## src/rtl/elevator_scheduler.sv

```systemverilog
// elevator_scheduler: four-floor collective (SCAN) elevator controller.
// Latches hall/car calls, picks the travel direction, times each hop
// between floors and the door-open window, and drives floor/status flags.
// Optional build macro ESTOP_EN adds an `estop` input and a HALT state.
module elevator_scheduler #(
  parameter int TRAVEL_CYCLES = 8,
  parameter int DOOR_CYCLES   = 4
) (
  input  logic       clk,
  input  logic       reset,
`ifdef ESTOP_EN
  input  logic       estop,
`endif
  input  logic [3:0] call_btn,
  output logic [1:0] floor,
  output logic       UES,
  output logic       LES,
  output logic       IS,
  output logic       door_open,
  output logic [3:0] pending
);

  localparam int TW = $clog2(TRAVEL_CYCLES + 1);
  localparam int DW = $clog2(DOOR_CYCLES + 1);
  localparam logic [TW-1:0] T_LAST = TW'(TRAVEL_CYCLES - 1);
  localparam logic [DW-1:0] D_LAST = DW'(DOOR_CYCLES - 1);

  typedef enum logic [2:0] {
    S_IDLE,
    S_MOVE_UP,
    S_MOVE_DOWN,
    S_DOOR_OPEN
`ifdef ESTOP_EN
    , S_HALT
`endif
  } state_t;

  state_t          state_q, state_d;
  logic [1:0]      floor_q, floor_d, next_floor;
  logic            dir_up_q, dir_up_d;
  logic [3:0]      pending_q, pending_d, pend_n;
  logic [TW-1:0]   tcnt_q, tcnt_d;
  logic [DW-1:0]   dcnt_q, dcnt_d;
  logic            ues_q, les_q, is_q, door_q;

  // True when any call is latched strictly above floor f.
  function automatic logic any_above(input logic [3:0] p, input logic [1:0] f);
    logic r;
    r = 1'b0;
    for (int i = 0; i < 4; i++) begin
      if (p[i] && (i > int'(f))) r = 1'b1;
    end
    return r;
  endfunction

  // True when any call is latched strictly below floor f.
  function automatic logic any_below(input logic [3:0] p, input logic [1:0] f);
    logic r;
    r = 1'b0;
    for (int i = 0; i < 4; i++) begin
      if (p[i] && (i < int'(f))) r = 1'b1;
    end
    return r;
  endfunction

  // Next-state decision: direction choice, hop timing, door timing, call latching.
  always_comb begin
    // NOTE: every signal written here gets a default first, so no path leaves
    // one unassigned and no latch is inferred.
    pend_n     = pending_q | call_btn;
    state_d    = state_q;
    floor_d    = floor_q;
    dir_up_d   = dir_up_q;
    pending_d  = pend_n;
    tcnt_d     = tcnt_q;
    dcnt_d     = dcnt_q;
    next_floor = floor_q;

    unique case (state_q)
      S_IDLE: begin
        tcnt_d = '0;
        dcnt_d = '0;
        if (pend_n[floor_q]) begin
          state_d            = S_DOOR_OPEN;
          pending_d[floor_q] = 1'b0;
        end else if (any_above(pend_n, floor_q) && any_below(pend_n, floor_q)) begin
          state_d = dir_up_q ? S_MOVE_UP : S_MOVE_DOWN;
        end else if (any_above(pend_n, floor_q)) begin
          state_d  = S_MOVE_UP;
          dir_up_d = 1'b1;
        end else if (any_below(pend_n, floor_q)) begin
          state_d  = S_MOVE_DOWN;
          dir_up_d = 1'b0;
        end
      end

      S_MOVE_UP, S_MOVE_DOWN: begin
        if (tcnt_q == T_LAST) begin
          // Arrival is judged against the floor the car is just reaching.
          next_floor = (state_q == S_MOVE_UP) ? floor_q + 2'd1 : floor_q - 2'd1;
          floor_d    = next_floor;
          tcnt_d     = '0;
          if (pend_n[next_floor]) begin
            state_d               = S_DOOR_OPEN;
            dcnt_d                = '0;
            pending_d[next_floor] = 1'b0;
          end else if ((state_q == S_MOVE_UP) ? !any_above(pend_n, next_floor)
                                              : !any_below(pend_n, next_floor)) begin
            state_d = S_IDLE;
          end
        end else begin
          tcnt_d = tcnt_q + 1'b1;
        end
      end

      S_DOOR_OPEN: begin
        pending_d[floor_q] = 1'b0;
        if (call_btn[floor_q]) begin
          dcnt_d = '0;  // hold-open: a fresh call here restarts the window
        end else if (dcnt_q == D_LAST) begin
          state_d = S_IDLE;
          dcnt_d  = '0;
        end else begin
          dcnt_d = dcnt_q + 1'b1;
        end
      end

`ifdef ESTOP_EN
      S_HALT: begin
        state_d   = S_IDLE;
        pending_d = '0;
        tcnt_d    = '0;
        dcnt_d    = '0;
      end
`endif

      default: state_d = S_IDLE;
    endcase

`ifdef ESTOP_EN
    // Emergency stop overrides every decision; the floor is simply held.
    if (estop) begin
      state_d   = S_HALT;
      floor_d   = floor_q;
      dir_up_d  = dir_up_q;
      pending_d = '0;
      tcnt_d    = '0;
      dcnt_d    = '0;
    end
`endif
  end

  // State, counters and registered status outputs.
  always_ff @(posedge clk) begin
    // NOTE: state is updated with non-blocking assignments so every register
    // samples the values from before this edge.
    if (reset) begin
      state_q   <= S_IDLE;
      floor_q   <= 2'd0;
      dir_up_q  <= 1'b1;
      pending_q <= 4'd0;
      tcnt_q    <= '0;
      dcnt_q    <= '0;
      ues_q     <= 1'b0;
      les_q     <= 1'b0;
      is_q      <= 1'b1;
      door_q    <= 1'b0;
    end else begin
      state_q   <= state_d;
      floor_q   <= floor_d;
      dir_up_q  <= dir_up_d;
      pending_q <= pending_d;
      tcnt_q    <= tcnt_d;
      dcnt_q    <= dcnt_d;
      ues_q     <= (state_d == S_MOVE_UP);
      les_q     <= (state_d == S_MOVE_DOWN);
      is_q      <= (state_d == S_IDLE);
      door_q    <= (state_d == S_DOOR_OPEN);
    end
  end

  assign floor     = floor_q;
  assign pending   = pending_q;
  assign UES       = ues_q;
  assign LES       = les_q;
  assign IS        = is_q;
  assign door_open = door_q;

endmodule

```

## config.mk

```make
export PLATFORM = sky130hd
export DESIGN_NAME = elevator_scheduler
export DESIGN_NICKNAME = d
export VERILOG_FILES = /design/src/rtl/elevator_scheduler.sv
export SDC_FILE = /design/constraint.sdc
export NUM_CORES = 1
export LEC_CHECK = 0
export CORE_UTILIZATION = 55
export DETAILED_ROUTE_END_ITERATION = 6
export DONT_BUFFER_PORTS = 1
export GPL_ROUTABILITY_DRIVEN = 0
export GPL_TIMING_DRIVEN = 0
export PLACE_DENSITY = 0.7
export SYNTH_ARGS = -nofsm -noshare
export SYNTH_HDL_FRONTEND = slang
export SYNTH_SLANG_ARGS = --single-unit
```

## constraint.sdc

```tcl
create_clock -name clk -period 7.5 [get_ports clk]
set_clock_uncertainty 0.15 [all_clocks]
set_input_delay 1.5 -clock clk [delete_from_list [all_inputs] [get_ports clk]]
set_output_delay 1.5 -clock clk [all_outputs]
set_load 0.01 [all_outputs]
```

==> impl_metrics.yaml <==
status:
  outcome: "completed"
critical_path:
  required_ns: 7.56
  cp_max_fo: 10
  path_class: "register to register"
  arrival_ns: 3.06
  start_kind: "register"
  endpoint_kind: "register"
logic_synthesis:
  ys_dominant_reg_cell: "dfxtp_1"
  yosysSeqAreaShare: 0.309
  yosysTopAreaCell: "dfxtp_1"
  ys_top_cells_by_area: "dfxtp_1, ha_1, a21oi_1"
  syn_nets: 169
  synthCells: 156
  yosys_warnings: 0
  syn-cell-area_mm2: 0.00136
  avgSynthCellArea_um2: 8.71
  synthArstFlopShare: 0
  synth-seq-cells: 21
  synthDominantCellAreaShare: 0.309
  synthDistinctLibCells: 55
  synth-edff-count: 0
floorplanning:
  dieHeight_um: 51.7
  core_area_mm2: 0.00228
  io_pins: 16
  dieWidth_um: 51.7
  initial_utilization: 0.597
  dieArea_mm2: 0.00267
  rows: 17
pwr:
  switching_share: 0.324
  peakVddDrop_uv: 128
  p_clk_frac: 0.247
  comb_power_share: 0.205
  p_int_mw: 0.159
  leakage_nw: 0.500
  p_seq_frac: 0.548
  p_sw_mw: 0.0761
  power.density_mw_per_mm2: 165
global_route:
  grt_pass1_vias: 1175
  overflow: 0
  grt_max_degree: 13
  grt_pass1_wl_um: 5350
  antenna_found_initial: 0
  grt_use_total: 0.264
drt:
  routed_wirelength_um: 3150
  firstDrtPassIters: 4
  top_layer: "met4"
  drc: 0
  route.met2.wl_um: 1450
  met3_length_um: 95
  vias: 1214
  ant_nets: 0
  wl_per_cell_um: 16.8
  wl_met1_um: 1570
  vias_per_cell: 6.46
  drtIter0Drc: 54
timing:
  fin_setup_tns_ns: 0
  relSlewSlack: 0.533
  period_share: 0.400
  hold_violations: 0
  period_minus_slack_ns: 3.00
  worst_slew_pin_slew_ns: 0.694
  setup_viol: 0
  rsz0062_at_grt: "no"
  final-max-slew-violation-count: 0
  clock.fmax_mhz: 333
clocking:
  clock-sinks: 21
  cts_setup_buffers: 0
  path_clk_slew_ns: 0.13
  clkLatencyLatePin_ns: 0.31
  cts_buffers: 3
  cts_tree: "built"
  cts-resized-gates: 0
  clock_path_buffers: 2
  hold_buffers: 0
  cts.htree.levels: 1
  cts-root-buf: "clkbuf_4"
min_path:
  worstHoldPathType: "register to register"
flow_run:
  cap_violations: 0
place:
  place.port_buffers: 0
  dp_hpwl_um: 2360
cells_and_area:
  drive_gt1_frac: 0.125
  finalNetCount: 174
  nFillCells: 205
  post-route-util: 0.625
  area_growth_syn_to_layout_pct: 4.60
  num_antenna_cells: 0
## metal layers
layer | GRT usage | vias up
li1 | - | 599
met1 | 0.364 | 587
met2 | 0.439 | 21
met3 | 0.0263 | 7
met4 | 0.0676 | 0
met5 | 0 | -
## worst max-delay path: stages (launching register included)
cell and delay, ns:
dfxtp_1 0.56, buf_2 0.31, inv_1 0.17, ha_1 0.46, o21ai_0 0.14, a2111oi_1 0.53, o311ai_1 0.20, a2111oi_1 0.39
## final timing paths
check / cells past startpoint / startpoint / slack (ns) / end
setup / recovery: 7 / floor[0] / 4.50 / UES
hold / removal: 2 / dcnt_q[2] / 0.29 / dcnt_q[2]
setup reg to reg: 7 / floor[0] / 4.50 / UES
hold reg to reg: 2 / dcnt_q[2] / 0.29 / dcnt_q[2]
## Yosys cell counts (all sizes together) (2+ instances only)
cell type / instances
ha: 7
o21ai: 11
a2111oi: 2
clkbuf: 3
a22o: 2
o31ai: 2
nor4b: 2
buf: 5
nand2b: 2
xor2: 2
o221ai: 2
xnor2: 3
nor2b: 2
or2: 2
a21oi: 11
nor4: 3
nand2: 8
a31oi: 4
a32oi: 3
mux2i: 3
nor3: 4
nand3: 6
nor2: 15
or4: 2
a211oi: 3
dfxtp: 21
nor3b: 2
nor4bb: 2
inv: 5
and3: 2
## flip-flops by register name, summed over array words and instances, names as in the netlist
signal	flops
pending	4
tcnt_q	4
dcnt_q	3
state_q	3
floor	2
IS	1
LES	1
UES	1
dir_up_q	1
door_open	1
## layout by cell type (no fill, tap or decap), drive strengths merged, types with 4 or more instances in the layout
cell type / count
clkbuf: 6
nor2: 15
ha: 7
o21ai: 11
a21oi: 11
nor3: 4
dfxtp: 21
inv: 5
nand2: 8
buf: 5
a31oi: 4
nand3: 6
## cells by family (layout without fill, tap and decap cells)
kind of cell             Yosys count  after routing  share of synthesized area
AO/OA/AOI/OAI                     50             50                      0.259
flip-flops                        21             21                      0.309
AND/OR/NAND/NOR                   55             55                      0.237
adder cells (fa/ha/maj)            7              7                     0.0645
XOR/XNOR                           5              5                     0.0378
buffers and inverters             13             17                     0.0516
other                              1              1                    0.00276
multiplexers                       4              4                     0.0387
## stage by stage
step | area [um^2] | hold WS [ns] | setup WS, ns | total power, mW | cells
2_1_floorplan | 1360 | 0.259 | 4.51 | 0.168 | 156
3_3_place_gp | 1390 | 0.268 | 4.26 | 0.177 | 184
3_5_place_dp | 1390 | 0.276 | 4.23 | 0.179 | 184
4_1_cts | 1420 | 0.294 | 4.51 | 0.234 | 188
5_1_grt | 1420 | 0.317 | 4.30 | 0.245 | 188
6_report | 1420 | 0.294 | 4.50 | 0.235 | 188
## area by class of cell
type                       instances  area [um^2]  area share
buffer                             8         51.3      0.0361
inverter                           5         18.8      0.0132
clock inverter                     1         5.00     0.00352
sequential                        21          420       0.296
clock buffer                       3         22.5      0.0158
multi-input combinational        122          868       0.611
tap                               28         35.0      0.0246
## power groups by stage
stage | logic, mW | registers (mW) | clock network [mW]
floorplan | 0.0380 | 0.130 | 0
global placement | 0.0462 | 0.131 | 0
detailed placement | 0.0473 | 0.131 | 0
CTS | 0.0474 | 0.129 | 0.0575
global route | 0.0536 | 0.130 | 0.0616
finish | 0.0480 | 0.129 | 0.0579
(Power assumes the default switching activity.)
